## config.mk

```make
export PLATFORM = sky130hd
export DESIGN_NAME = dds_quadrant_ctrl
export DESIGN_NICKNAME = d
export VERILOG_FILES = /design/src/rtl/dds_pkg.sv /design/src/rtl/dds_phase_acc.sv /design/src/rtl/dds_quadrant_ctrl.sv
export SDC_FILE = /design/constraint.sdc
export NUM_CORES = 1
export LEC_CHECK = 0
export BUFFER_PORTS_ARGS = -buffer_cell sky130_fd_sc_hd__buf_2
export CORE_MARGIN = 3
export CORE_UTILIZATION = 65
export CTS_BUF_LIST = sky130_fd_sc_hd__clkbuf_2 sky130_fd_sc_hd__clkbuf_4 sky130_fd_sc_hd__clkbuf_8
export CTS_CLUSTER_SIZE = 30
export DETAILED_ROUTE_END_ITERATION = 12
export PLACE_DENSITY_LB_ADDON = 0.3
export SLEW_MARGIN = 25
export SYNTH_ARGS = -nofsm -noshare
export SYNTH_HDL_FRONTEND = slang
export SYNTH_SLANG_ARGS = --single-unit
```

## constraint.sdc

```tcl
create_clock -name clk -period 9.5 [get_ports clk]
set_clock_uncertainty 0.15 [all_clocks]
set_input_delay 1.425 -clock clk [delete_from_list [all_inputs] [get_ports clk]]
set_output_delay 1.425 -clock clk [all_outputs]
set_load 0.02 [all_outputs]
```

## src/rtl/dds_pkg.sv

```systemverilog
// Shared widths, quadrant type and dither LFSR constants for the DDS core.
// LFSR constants are used only when DDS_PHASE_DITHER_EN is defined.
package dds_pkg;

  localparam int PHASE_W = 32;
  localparam int ADDR_W  = 10;
  localparam int LUT_W   = 23;
  localparam int OUT_W   = 24;

  localparam logic [15:0] LFSR_SEED = 16'hACE1;
  // x^16+x^14+x^13+x^11+1, feedback from bits 15,13,12,10
  localparam logic [15:0] LFSR_TAPS = 16'hB400;

  typedef enum logic [1:0] {
    Q0 = 2'd0,
    Q1 = 2'd1,
    Q2 = 2'd2,
    Q3 = 2'd3
  } quad_t;

  // Odd quadrants walk the table backwards; ~idx == 1023-idx
  function automatic logic [ADDR_W-1:0] map_addr(
    input quad_t             q,
    input logic [ADDR_W-1:0] idx
  );
    logic [ADDR_W-1:0] r;
    r = idx;
    if (q == Q1 || q == Q3) r = ~idx;
    return r;
  endfunction

endpackage

```

## src/rtl/dds_phase_acc.sv

```systemverilog
// Phase accumulator with a one-deep pending tuning word that is swapped in
// at the phase wrap, on phase clear, or immediately while the active word is 0.
module dds_phase_acc
  import dds_pkg::*;
(
  input  logic               clk,
  input  logic               rst_n,
  input  logic               en,
  input  logic               phase_clr,
  input  logic [PHASE_W-1:0] ftw,
  input  logic               ftw_valid,
  output logic               ftw_ready,
  output logic [PHASE_W-1:0] phase
);

  logic [PHASE_W-1:0] phase_q, phase_d;
  logic [PHASE_W-1:0] act_q, act_d;
  logic [PHASE_W-1:0] pend_q, pend_d;
  logic               pend_full_q, pend_full_d;
  logic [PHASE_W:0]   sum;
  logic               carry;
  logic               apply;
  logic               accept;

  always_comb begin
    sum    = {1'b0, phase_q} + {1'b0, act_q};
    carry  = sum[PHASE_W];
    accept = ftw_valid && !pend_full_q;
    apply  = pend_full_q &&
             (phase_clr || (en && (carry || act_q == '0)));

    phase_d = phase_q;
    if (phase_clr)
      phase_d = '0;
    else if (en)
      phase_d = sum[PHASE_W-1:0];

    // The apply cycle still adds with the old word
    act_d = apply ? pend_q : act_q;
    pend_d = accept ? ftw : pend_q;

    pend_full_d = pend_full_q;
    if (apply)
      pend_full_d = 1'b0;
    else if (accept)
      pend_full_d = 1'b1;
  end

  always_ff @(posedge clk or negedge rst_n) begin
    if (!rst_n) begin
      phase_q     <= '0;
      act_q       <= '0;
      pend_q      <= '0;
      pend_full_q <= 1'b0;
    end else begin
      phase_q     <= phase_d;
      act_q       <= act_d;
      pend_q      <= pend_d;
      pend_full_q <= pend_full_d;
    end
  end

  assign ftw_ready = !pend_full_q;
  assign phase     = phase_q;

endmodule

```

## src/rtl/dds_quadrant_ctrl.sv

```systemverilog
// DDS quadrant folding: phase -> quarter-wave address, sign restore on output.
// Define DDS_PHASE_DITHER_EN to add LFSR phase dithering before mapping.
module dds_quadrant_ctrl
  import dds_pkg::*;
(
  input  logic               clk,
  input  logic               rst_n,
  input  logic               en,
  input  logic               phase_clr,
  input  logic [PHASE_W-1:0] ftw,
  input  logic               ftw_valid,
  output logic               ftw_ready,
  output logic [ADDR_W-1:0]  lut_addr,
  input  logic [LUT_W-1:0]   lut_data,
  output logic [OUT_W-1:0]   sin_out,
  output logic               sin_valid
);

  logic [PHASE_W-1:0] phase;
  logic [PHASE_W-1:0] phase_m;
  quad_t              quad;
  quad_t              quad_dly_q, quad_dly_d;
  logic               vld1_q, vld1_d;
  logic               vld2_q, vld2_d;
  logic               sin_valid_q, sin_valid_d;
  logic [OUT_W-1:0]   sin_out_q, sin_out_d;
  logic [OUT_W-1:0]   mag;
  logic               unused_lsb;

  dds_phase_acc u_acc (
    .clk       (clk),
    .rst_n     (rst_n),
    .en        (en),
    .phase_clr (phase_clr),
    .ftw       (ftw),
    .ftw_valid (ftw_valid),
    .ftw_ready (ftw_ready),
    .phase     (phase)
  );

`ifdef DDS_PHASE_DITHER_EN
  logic [15:0] lfsr_q, lfsr_d;

  always_comb begin
    lfsr_d = lfsr_q;
    if (phase_clr)
      lfsr_d = LFSR_SEED;
    else if (en)
      lfsr_d = {lfsr_q[14:0], ^(lfsr_q & LFSR_TAPS)};
  end

  always_ff @(posedge clk or negedge rst_n) begin
    if (!rst_n)
      lfsr_q <= LFSR_SEED;
    else
      lfsr_q <= lfsr_d;
  end

  // Dither only perturbs the mapping, never the accumulator
  assign phase_m = phase + {12'h0, lfsr_q, 4'h0};
`else
  assign phase_m = phase;
`endif

  always_comb begin
    quad       = quad_t'(phase_m[PHASE_W-1 -: 2]);
    lut_addr   = map_addr(quad, phase_m[PHASE_W-3 -: ADDR_W]);
    unused_lsb = ^phase_m[PHASE_W-3-ADDR_W:0];
  end

  always_comb begin
    quad_dly_d  = quad;
    vld1_d      = en;
    vld2_d      = vld1_q;
    sin_valid_d = vld2_q;
    mag         = {1'b0, lut_data};
    sin_out_d   = sin_out_q;
    if (vld2_q)
      sin_out_d = (quad_dly_q inside {Q2, Q3}) ? -mag : mag;
  end

  always_ff @(posedge clk or negedge rst_n) begin
    if (!rst_n) begin
      quad_dly_q  <= Q0;
      vld1_q      <= 1'b0;
      vld2_q      <= 1'b0;
      sin_valid_q <= 1'b0;
      sin_out_q   <= '0;
    end else begin
      quad_dly_q  <= quad_dly_d;
      vld1_q      <= vld1_d;
      vld2_q      <= vld2_d;
      sin_valid_q <= sin_valid_d;
      sin_out_q   <= sin_out_d;
    end
  end

  assign sin_out   = sin_out_q;
  assign sin_valid = sin_valid_q;

endmodule

```

==> results of run 1 <==
## power by group through the flow
| stage | Clock, mW | Sequential [mW] | Combinational (mW) |
|---|---|---|---|
| 6_report | 0.522 | 1.04 | 1.95 |
| 5_1_grt | 0.551 | 1.06 | 2.16 |
| 4_1_cts | 0.526 | 1.02 | 1.93 |
| 3_5_place_dp | 0 | 1.03 | 1.90 |
| 3_3_place_gp | 0 | 1.01 | 1.83 |
| 2_1_floorplan | 0 | 0.976 | 1.46 |
## synthesized netlist by cell type, types with 9 or more instances
cell | instances | area [um2]
a21o_1 | 13 | 97.6
a21oi_1 | 60 | 300
a22oi_1 | 33 | 248
buf_1 | 9 | 33.8
clkbuf_1 | 38 | 143
dfrtp_1 | 125 | 3130
ha_1 | 33 | 413
inv_1 | 14 | 52.6
mux2_2 | 34 | 383
mux2i_1 | 11 | 110
nand2_1 | 76 | 285
nand3_1 | 43 | 215
nor2_1 | 58 | 218
nor4_1 | 11 | 68.8
o211ai_1 | 38 | 285
o21ai_0 | 28 | 140
o31ai_1 | 9 | 67.6
xor2_1 | 44 | 385
## registers in the layout, summed over array words and instances (netlist names)
signal / flops
u_acc.pend_q: 32
u_acc.act_q: 32
vld1_q: 1
sin_out: 24
sin_valid_d: 1
u_acc.phase: 32
quad_dly_q: 1
u_acc.pend_full_q: 1
sin_valid: 1
## critical path, cell delays in order (launching register included)
cell	delay [ns]
dfrtp_1	0.44
ha_1	0.24
fa_1	0.43
a21o_1	0.19
a221o_1	0.39
a21boi_1	0.25
o31ai_1	0.26
a31oi_4	0.21
buf_4	0.55
nand3_1	0.21
o211ai_1	0.14
## cell families (layout without fill, tap and decap cells)
| kind of cell | Yosys count | count (layout) | share of synthesized area, % |
|---|---|---|---|
| simple gates | 238 | 238 | 14.9 |
| compound gates | 236 | 236 | 21.5 |
| flops | 125 | 125 | 41.8 |
| buf+inv | 64 | 149 | 3.34 |
| xor+xnor | 52 | 52 | 6.08 |
| mux | 45 | 45 | 6.59 |
| fa+ha+maj | 34 | 34 | 5.78 |
## cell usage in the layout (no fill, tap or decap), drive strengths merged, types with 19 or more instances in the layout
master | Yosys | routed
nand2 | 76 | 76
clkbuf | 38 | 19
a21oi | 60 | 60
nand3 | 43 | 43
o211ai | 38 | 38
buf | 12 | 103
dfrtp | 125 | 125
o21ai | 33 | 33
xor2 | 44 | 44
nor2 | 58 | 58
ha | 33 | 33
mux2 | 34 | 34
a22oi | 33 | 33
## through the flow
step	setup WS, ns	power, mW	area (um2)
after floorplan	5.79	2.43	7490
after global placement	5.58	2.84	8040
after detailed placement	5.52	2.93	8040
after CTS	5.85	3.48	8480
after global routing	5.79	3.78	8480
final	5.93	3.51	8480
## layer usage
| metal | track usage, % | up-vias |
|---|---|---|
| li1 | - | 3090 |
| met1 | 43.3 | 3227 |
| met2 | 49.8 | 311 |
| met3 | 4.92 | 37 |
| met4 | 11.5 | 0 |
| met5 | 0 | - |
## worst paths after layout
path,start,endpoint,slack (ns),cells past startpoint
max,u_acc.act_q[0],u_acc.act_q[12],5.93,10
min,vld1_q,sin_valid_d,0.21,0
max reg2reg,u_acc.act_q[0],u_acc.act_q[12],5.93,10
min reg2reg,vld1_q,sin_valid_d,0.21,0
max in group asynchronous,rst_n,u_acc.pend_q[26],6.99,2
min in group asynchronous,rst_n,sin_out[8],0.94,1
## layout make-up
cell class                 count  area (um2)
sequential                   125        3130
clock buffer                  19         255
tap                          140         175
multi-input combinational    605        4140
fill                         798        2550
timing repair buffer         103         538
inverter                      14        52.6
clock inverter                13         189
==> results.yml, run 1 <==
run_status:
  status: "finished clean"
global_route:
  grt_usage_pct: 31.2
  grt_first_pass_wirelength_mm: 32.1
  antenna_found_initial: 0
  grt_overflow: 0
  grt_pass1_vias: 6477
  grt_max_degree: 67
drt:
  top_layer: "met4"
  postRouteAntennaNets: 0
  route.met2.wl_mm: 9.00
  met1_length_mm: 8.34
  first_pass_iters: 5
  wl_mm: 19.1
  wl_met3_mm: 1.39
  wl_per_cell_um: 18.8
  viasPerCell: 6.54
  drt_iter0_drc: 613
  vias: 6665
  drc: 0
worst_hold_path:
  hp-class: "register to register"
yosys:
  yosysUniqueCellTypes: 59
  syn-cell-area_um2: 7490
  synth_nets: 888
  syn_area_per_cell_um2: 9.43
  ys_seq_area_share_pct: 41.8
  syn_inst: 794
  async_flop_share_pct: 100
  synth-edff-count: 0
  ys.flop_type: "dfrtp_1"
  yosys_warnings: 0
  ys_ff_latch: 125
power:
  pwr-share-clk_pct: 14.9
  vdd_drop_max_mv: 0.264
  seq_power_share_pct: 29.6
  switchingPower_mw: 1.65
  intPower_mw: 1.85
  switching_share_pct: 47.2
  combPwrFrac_pct: 55.6
  power_density_nw_per_um2: 414
  leakagePower_nw: 3.73
clocking:
  cts_root_buf: "clkbuf_8"
  cts_resized: 0
  htree_levels: 4
  cts_buffers: 17
  cts_max_path_buffers: 2
  cts_setup_buffers: 0
  cts_hold_buf: 0
  cts.sinks: 125
  cts_tree: "yes"
  clock_latency_ns: 0.44
  clkTransAtPathRegs_ns: 0.08
timing:
  drv_slew: 0
  holdWs_ns: 0.207
  max_freq_mhz: 280
  setup_viol: 0
  tightest_slew_ns: 1.03
  fin_crit_sh_pct: 37.6
  rsz0062_at_grt: "false"
  timing.final.hold_violations: 0
  setup_tns_ns: 0
  post-route-min-period_ns: 3.57
  max_slew_margin_pct: 30.9
floorplanning:
  start_util_pct: 67.9
  die_h_um: 113
  num_rows: 38
  core-area_um2: 11000
  die_w_um: 113
  die_area_um2: 12800
  io_pins: 96
cells_and_area:
  fin_cells: 1019
  drive_gt1_share_pct: 20.9
  final_core_util_pct: 76.9
  fin_nets: 960
  antennaDiodeCount: 0
  area_delta_synth_final_pct: 13.3
critical_path:
  worstPathRequired_ns: 9.71
  path_class: "register to register"
  cp-end-kind: "register"
  crit_fanout: 66
  cp-start-kind: "register"
  crit_arrival_ns: 3.78
place:
  dp_hpwl_mm: 13.2
  place_congestion: 0.940
  io_buffers: 95
  dp_cells: 987
run:
  maxCapViolations: 0
Power figures use the tool's default switching activity.
==> inputs of run 2 (changes only) <==
--- a/config.mk
+++ b/config.mk
@@ -7,7 +7,7 @@
 export LEC_CHECK = 0
 export BUFFER_PORTS_ARGS = -buffer_cell sky130_fd_sc_hd__buf_2
 export CORE_MARGIN = 3
-export CORE_UTILIZATION = 65
+export CORE_UTILIZATION = 55
 export CTS_BUF_LIST = sky130_fd_sc_hd__clkbuf_2 sky130_fd_sc_hd__clkbuf_4 sky130_fd_sc_hd__clkbuf_8
 export CTS_CLUSTER_SIZE = 30
 export DETAILED_ROUTE_END_ITERATION = 12
==> constraint.sdc (replaced) <==
create_clock -name clk -period 3.2 [get_ports clk]
set_clock_uncertainty 0.15 [all_clocks]
set_input_delay 0.48 -clock clk [delete_from_list [all_inputs] [get_ports clk]]
set_output_delay 0.48 -clock clk [all_outputs]
set_load 0.02 [all_outputs]
==> run 2 against run 1 <==
Sequential cell count did not move. Setup slack got worse by 5.8 ns. Sequential power increased to 2.9 times the previous value. Wire length shrank 2.4%. Utilization down 9.7 points. Final cell count is 4.6% higher. Via count down 1.2%. Maximum frequency is 17% higher. Non-clock buffer count increased by 15. Clock power grew to 3.1 times the previous value. Sequential share of layout area down 1.0 points. Design area is 2.8% higher. Critical path type unchanged.
==> results.yml, run 2 (synthesis gave the netlist of run 1 again) <==
run_status:
  status: "finished clean"
critical_path:
  crit_path_start: "u_acc.act_q[0]"
  r2r_end: "u_acc.act_q[12]"
  path_depth: 11
  r2r_cells: 11
  crit_family: "compound AO/OA/AOI/OAI gates"
  cpMaxStageDelayCell: "dfrtp_1"
  crit_arrival_ns: 3.26
  cp-end-kind: "register"
  critPathBufInv: 2
  path_class: "register to register"
  crit_fanout: 32
  path_cells: "ha_1 -> fa_1 -> a21o_1 -> a221o_1 -> a21boi_2 -> o31ai_2 -> a31oi_4 -> buf_12 -> buf_12 -> nand3_1 -> o211ai_1"
  worstSetupEndpoint: "u_acc.act_q[12]"
  crit_top_cell: "buf_12"
  worstReg2RegStart: "u_acc.act_q[0]"
  cp-start-kind: "register"
  slowest_delay_ns: 0.42
  worstPathRequired_ns: 3.40
  reg2reg_slack_ns: 0.14
clocking:
  clock_latency_ns: 0.44
  clkTransAtPathRegs_ns: 0.07
  cts.sinks: 125
  htree_levels: 4
  cts_max_path_buffers: 2
  cts_root_buf: "clkbuf_8"
  cts_tree: "yes"
  cts_buffers: 17
power:
  vdd_drop_max_mv: 0.595
  switching_share_pct: 45.5
  switchingPower_mw: 4.88
  power_density_nw_per_um2: 1230
  seq_power_share_pct: 28.5
  pwr-share-clk_pct: 15.3
  intPower_mw: 5.84
  leakagePower_nw: 3.84
  combPwrFrac_pct: 56.1
  finalPower_mw: 10.7
place:
  dp_hpwl_mm: 13.4
  place_congestion: 0.933
  io_buffers: 95
  pre_cts_slack_ns: 0.0494
floorplanning:
  io_pins: 96
  core-area_um2: 13000
  num_rows: 41
  start_util_pct: 57.7
  die_area_um2: 15000
  die_h_um: 123
  die_w_um: 123
global_route:
  grt_pass1_vias: 6353
  grt_max_degree: 87
  grt_first_pass_wirelength_mm: 30.7
  grt_usage_pct: 25.7
  antenna_found_initial: 0
  grt_overflow: 0
drt:
  first_pass_iters: 5
  drc: 0
  drt_iter0_drc: 464
  viasPerCell: 6.17
  vias: 6582
  postRouteAntennaNets: 0
  wl_mm: 18.7
  wl_per_cell_um: 17.5
timing:
  fin_crit_sh_pct: 95.7
  setup_viol: 0
  drv_slew: 0
  setup_ws_ns: 0.137
  timing.final.hold_violations: 0
  setup_tns_ns: 0
  post-route-min-period_ns: 3.06
  tightest_slew_ns: 0.833
  max_slew_margin_pct: 44.3
  rsz0062_at_grt: "false"
  max_freq_mhz: 327
run:
  maxCapViolations: 0
cells_and_area:
  antennaDiodeCount: 0
  drive_gt1_share_pct: 22.3
  fin_nets: 975
  area_delta_synth_final_pct: 16.5
  final_common_cell: "dfrtp_1"
  most-common-layout-cells: "dfrtp_1 (125), buf_2 (94), nand2_1 (76), a21oi_1 (60), nor2_1 (56)"
worst_hold_path:
  hp-class: "primary input to register"
[run 2: changes by cell type in the layout (fill, tap and decap cells not counted), sizes merged]
cell	before	now
buf	103	117
clkbuf	19	23
clkinv	5	2
inv	16	14
bufinv	4	5
dlygate4sd3	0	1
[run 2: repair_timing]
item,4_1_cts,5_1_grt
hold buffers,1,0
setup endpoints to repair,0,24
buffers inserted,0,1
gates resized for setup,0,3
endpoints found under the hold margin,39,0
[run 2: how the worst min path moves through the flow]
stage / startpoint / end / slack (ns) / cells after the start
CTS: ftw[26] / u_acc.pend_q[26] / 0.09 / 2
floorplan: rst_n / quad_dly_q[1] / 0.03 / 0
finish: ftw[3] / u_acc.pend_q[3] / 0.11 / 2
global placement: vld1_q / sin_valid_d / 0.18 / 0
global route: ftw[26] / u_acc.pend_q[26] / 0.09 / 2
detailed placement: vld1_q / sin_valid_d / 0.19 / 0
[run 2: area by class of cell]
class | instances | area, um2
clock buffer | 23 | 298
clock inverter | 9 | 183
timing repair buffer | 118 | 691
multi-input combinational | 605 | 4150
fill | 1035 | 4260
sequential | 125 | 3130
tap | 172 | 215
inverter | 14 | 52.6
[run 2: metal layers]
layer  wire (um)  GRT usage (%)  part of all wire [%]
met1        8150           35.1                    44
met2        8790           41.4                    47
met3        1360           4.42                   7.3
met4         370           8.89                   2.0
met5           0              0                     0
[run 2: metrics by stage]
stage	area [um2]	instances	hold slack, ns	utilization [%]
floorplan	7490	794	0.0344	-
global placement	8210	1032	0.184	63.3
detailed placement	8210	1032	0.187	63.3
CTS	8700	1065	0.0917	67.0
global route	8720	1066	0.0875	67.2
finish	8720	1066	0.115	67.2
[run 2: power groups by stage]
stage / clock, mW / combinational (mW) / sequential, mW
after floorplan: 0 / 4.32 / 2.90
after global placement: 0 / 5.61 / 3.01
after detailed placement: 0 / 5.85 / 3.06
after CTS: 1.68 / 5.89 / 3.04
after global routing: 1.75 / 6.64 / 3.16
final: 1.64 / 6.02 / 3.06
[run 2: worst reg2reg max path: cells and delay by family, from the launching register on]
kind	cells	cell delay, ns
flops	1	0.42
simple gates	1	0.11
compound gates	6	1.25
fa+ha+maj	2	0.64
buf+inv	2	0.40
==> inputs of run 3 (changes only) <==
--- a/config.mk
+++ b/config.mk
@@ -5,8 +5,9 @@
 export SDC_FILE = /design/constraint.sdc
 export NUM_CORES = 1
 export LEC_CHECK = 0
+export ABC_CLOCK_PERIOD_IN_PS = 3200
 export BUFFER_PORTS_ARGS = -buffer_cell sky130_fd_sc_hd__buf_2
-export CORE_MARGIN = 3
+export CORE_MARGIN = 1
 export CORE_UTILIZATION = 55
 export CTS_BUF_LIST = sky130_fd_sc_hd__clkbuf_2 sky130_fd_sc_hd__clkbuf_4 sky130_fd_sc_hd__clkbuf_8
 export CTS_CLUSTER_SIZE = 30
@@ -15,4 +16,5 @@
 export SLEW_MARGIN = 25
 export SYNTH_ARGS = -nofsm -noshare
 export SYNTH_HDL_FRONTEND = slang
+export SYNTH_HIERARCHICAL = 1
 export SYNTH_SLANG_ARGS = --single-unit
==> run 3 against run 2 <==
Die area is 2.2% higher. Hold slack better by 0.010 ns. Design area up 10%. Global-route usage up 0.54 points. Clock power down 16%. Critical path type unchanged. Register-to-register slack worse by 0.06 ns. Final cell count grew 13%. Setup slack worse by 0.056 ns. Sequential share of layout area is 3.3 points lower. First-iteration DRC count is 4.3% higher. Combinational power rose by 16%. Sequential power shrank 1%.
==> results.yml, run 3 <==
global_route:
  grt_first_pass_wirelength_mm: 31.9
  antenna_found_initial: 0
  grt_usage_pct: 26.2
  grt_overflow: 0
  grt_max_degree: 98
  grt_pass1_vias: 6742
yosys:
  synth_top_family_by_area: "simple AND/OR/NAND/NOR gates"
  synth_xor_area_share_pct: 3.96
  synth_nets: 1008
  async_flop_share_pct: 100
  yosys-top-cells-count: "nand2_1 (128), dfrtp_1 (125), nor2_1 (89), a21oi_1 (53), nand3_1 (50)"
  syn-cell-area_um2: 8190
  synth_compound_area_share_pct: 19.8
  yosys_warnings: 6
  synth_fa_ha_area_share_pct: 5.29
  syn_inst: 914
  synth_top_area_cell: "dfrtp_1"
  synthTopCellsByArea: "dfrtp_1 (38%), nand2_1 (5.9%), ha_1 (5.0%)"
  syn_area_per_cell_um2: 8.96
  yosysMostFrequentCell: "nand2_1"
  yosysUniqueCellTypes: 71
  ys_seq_area_share_pct: 38.2
  ys.flop_type: "dfrtp_1"
  ys_ff_latch: 125
  synth_mux_area_share_pct: 7.13
  synth-edff-count: 0
  yosys.area_share.simple_pct: 22.1
  synth.top_cell.area_share_pct: 38.2
cells_and_area:
  final_common_cell: "nand2_1"
  drive_gt1_share_pct: 23.7
  area_delta_synth_final_pct: 17.4
  final_core_util_pct: 66.2
  fin_cells: 1208
  fin_nets: 1107
  stdcell_area_um2: 9620
  most-common-layout-cells: "nand2_1 (128), dfrtp_1 (124), buf_2 (94), nor2_1 (87), a21oi_1 (53)"
  antennaDiodeCount: 0
power:
  power_density_nw_per_um2: 1190
  leakagePower_nw: 4.26
  vdd_drop_max_mv: 0.679
clocking:
  cts.sinks: 125
  cts_buffers: 17
  cts_root_buf: "clkbuf_8"
  clkTransAtPathRegs_ns: 0.07
  cts_max_path_buffers: 2
  htree_levels: 4
  clock_latency_ns: 0.44
  cts_tree: "yes"
timing:
  max_slew_margin_pct: 33.4
  holdWs_ns: 0.125
  rsz0062_at_grt: "false"
  drv_slew: 0
  post-route-min-period_ns: 3.12
  setup_tns_ns: 0
  timing.final.hold_violations: 0
  max_freq_mhz: 321
  fin_crit_sh_pct: 97.4
  setup_viol: 0
  tightest_slew_ns: 0.999
critical_path:
  path_class: "register to register"
  critPathBufInv: 2
  worstPathRequired_ns: 3.37
  path_cells: "ha_2 -> fa_2 -> a21o_1 -> a311oi_2 -> o311ai_2 -> a41o_1 -> a31o_2 -> a21boi_4 -> buf_12 -> clkbuf_16 -> nor2_1 -> a311o_1"
  crit_arrival_ns: 3.28
  crit_family: "compound AO/OA/AOI/OAI gates"
  cp-end-kind: "register"
  worstReg2RegStart: "u_acc/phase[0]"
  r2r_end: "u_acc/act_q[9]"
  r2r_cells: 12
  reg2reg_slack_ns: 0.08
  cpMaxStageDelayCell: "dfrtp_1"
  slowest_delay_ns: 0.39
  cp-start-kind: "register"
  crit_fanout: 9
drt:
  vias: 7418
  viasPerCell: 6.14
  wl_per_cell_um: 16.4
  postRouteAntennaNets: 0
  wl_mm: 19.8
  first_pass_iters: 5
  drt_iter0_drc: 484
  drc: 0
worst_hold_path:
  min_to: "u_acc/pend_q[0]"
  hold_path_depth: 2
  hp-class: "primary input to register"
  hold_path_startpoint: "ftw[0]"
run:
  maxCapViolations: 0
place:
  place_congestion: 0.873
  io_buffers: 95
  dp_cells: 1171
  dp_hpwl_mm: 13.2
  placed_cell_area_um2: 9020
floorplanning:
  die_h_um: 124
  num_rows: 44
  core-area_um2: 14500
  die_w_um: 124
  die_area_um2: 15400
  io_pins: 96
  start_util_pct: 56.4
run_status:
  status: "finished clean"
==> run 3: routing by layer <==
| layer | wire length (um) | track usage (%) | share of wire [%] | up-vias |
|---|---|---|---|---|
| met5 | 0 | 0 | 0 | - |
| met4 | 297 | 8.71 | 1.5 | 0 |
| met3 | 1300 | 4.44 | 6.5 | 31 |
| met2 | 8960 | 40.9 | 45 | 262 |
| met1 | 9250 | 36.9 | 47 | 3548 |
| li1 | - | - | - | 3577 |
==> run 3: kinds of logic (layout without fill, tap and decap cells) <==
family                   Yosys count  after routing
AND/OR/NAND/NOR                  374            374
flip-flops                       125            125
buffers and inverters             73            183
XOR/XNOR                          37             37
adder cells (fa/ha/maj)           34             34
multiplexers                      54             54
AO/OA/AOI/OAI                    217            217
==> run 3: cell type report <==
type,count,area [um2]
clock buffers,21,283
multi-input cells,716,4900
clock inverters,9,113
well taps,184,230
fillers,1182,4910
flip-flops and latches,125,3130
repair buffers,143,928
inverters,10,37.5
==> run 3: metrics by stage <==
| stage | setup slack, ns | total power [mW] |
|---|---|---|
| after floorplan | 0.0782 | 7.61 |
| after global placement | -0.0173 | 9.27 |
| after detailed placement | -0.0957 | 9.43 |
| after CTS | 0.00885 | 11.2 |
| after global routing | 0.00381 | 12.3 |
| final | 0.0819 | 11.4 |
==> run 3: what timing repair did <==
item,4_1_cts,5_1_grt
pin swaps,4,7
setup endpoints to repair,35,36
setup buffers,3,2
gates resized for setup,7,8
gates cloned,1,1
endpoints found under the hold margin,36,0
hold buffers,1,0
==> run 3: how the worst max path moves through the flow <==
stage                     slack, ns              end  cells past startpoint            from
final                          0.08   u_acc/act_q[9]                     12  u_acc/phase[0]
after global routing          0.004  u_acc/act_q[12]                     12  u_acc/phase[0]
after CTS                     0.009   u_acc/act_q[4]                     12  u_acc/phase[0]
after detailed placement       -0.1  u_acc/act_q[17]                     11  u_acc/phase[0]
after global placement        -0.02   u_acc/act_q[5]                     11  u_acc/phase[0]
after floorplan                0.08  u_acc/act_q[24]                     11  u_acc/act_q[0]
==> run 3: report_power, final <==
| group | internal [mW] | leakage (nW) | switching (mW) |
|---|---|---|---|
| Sequential | 2.28 | 1.48 | 0.740 |
| Clock | 0.756 | 0.190 | 0.620 |
| Combinational | 3.22 | 2.59 | 3.78 |
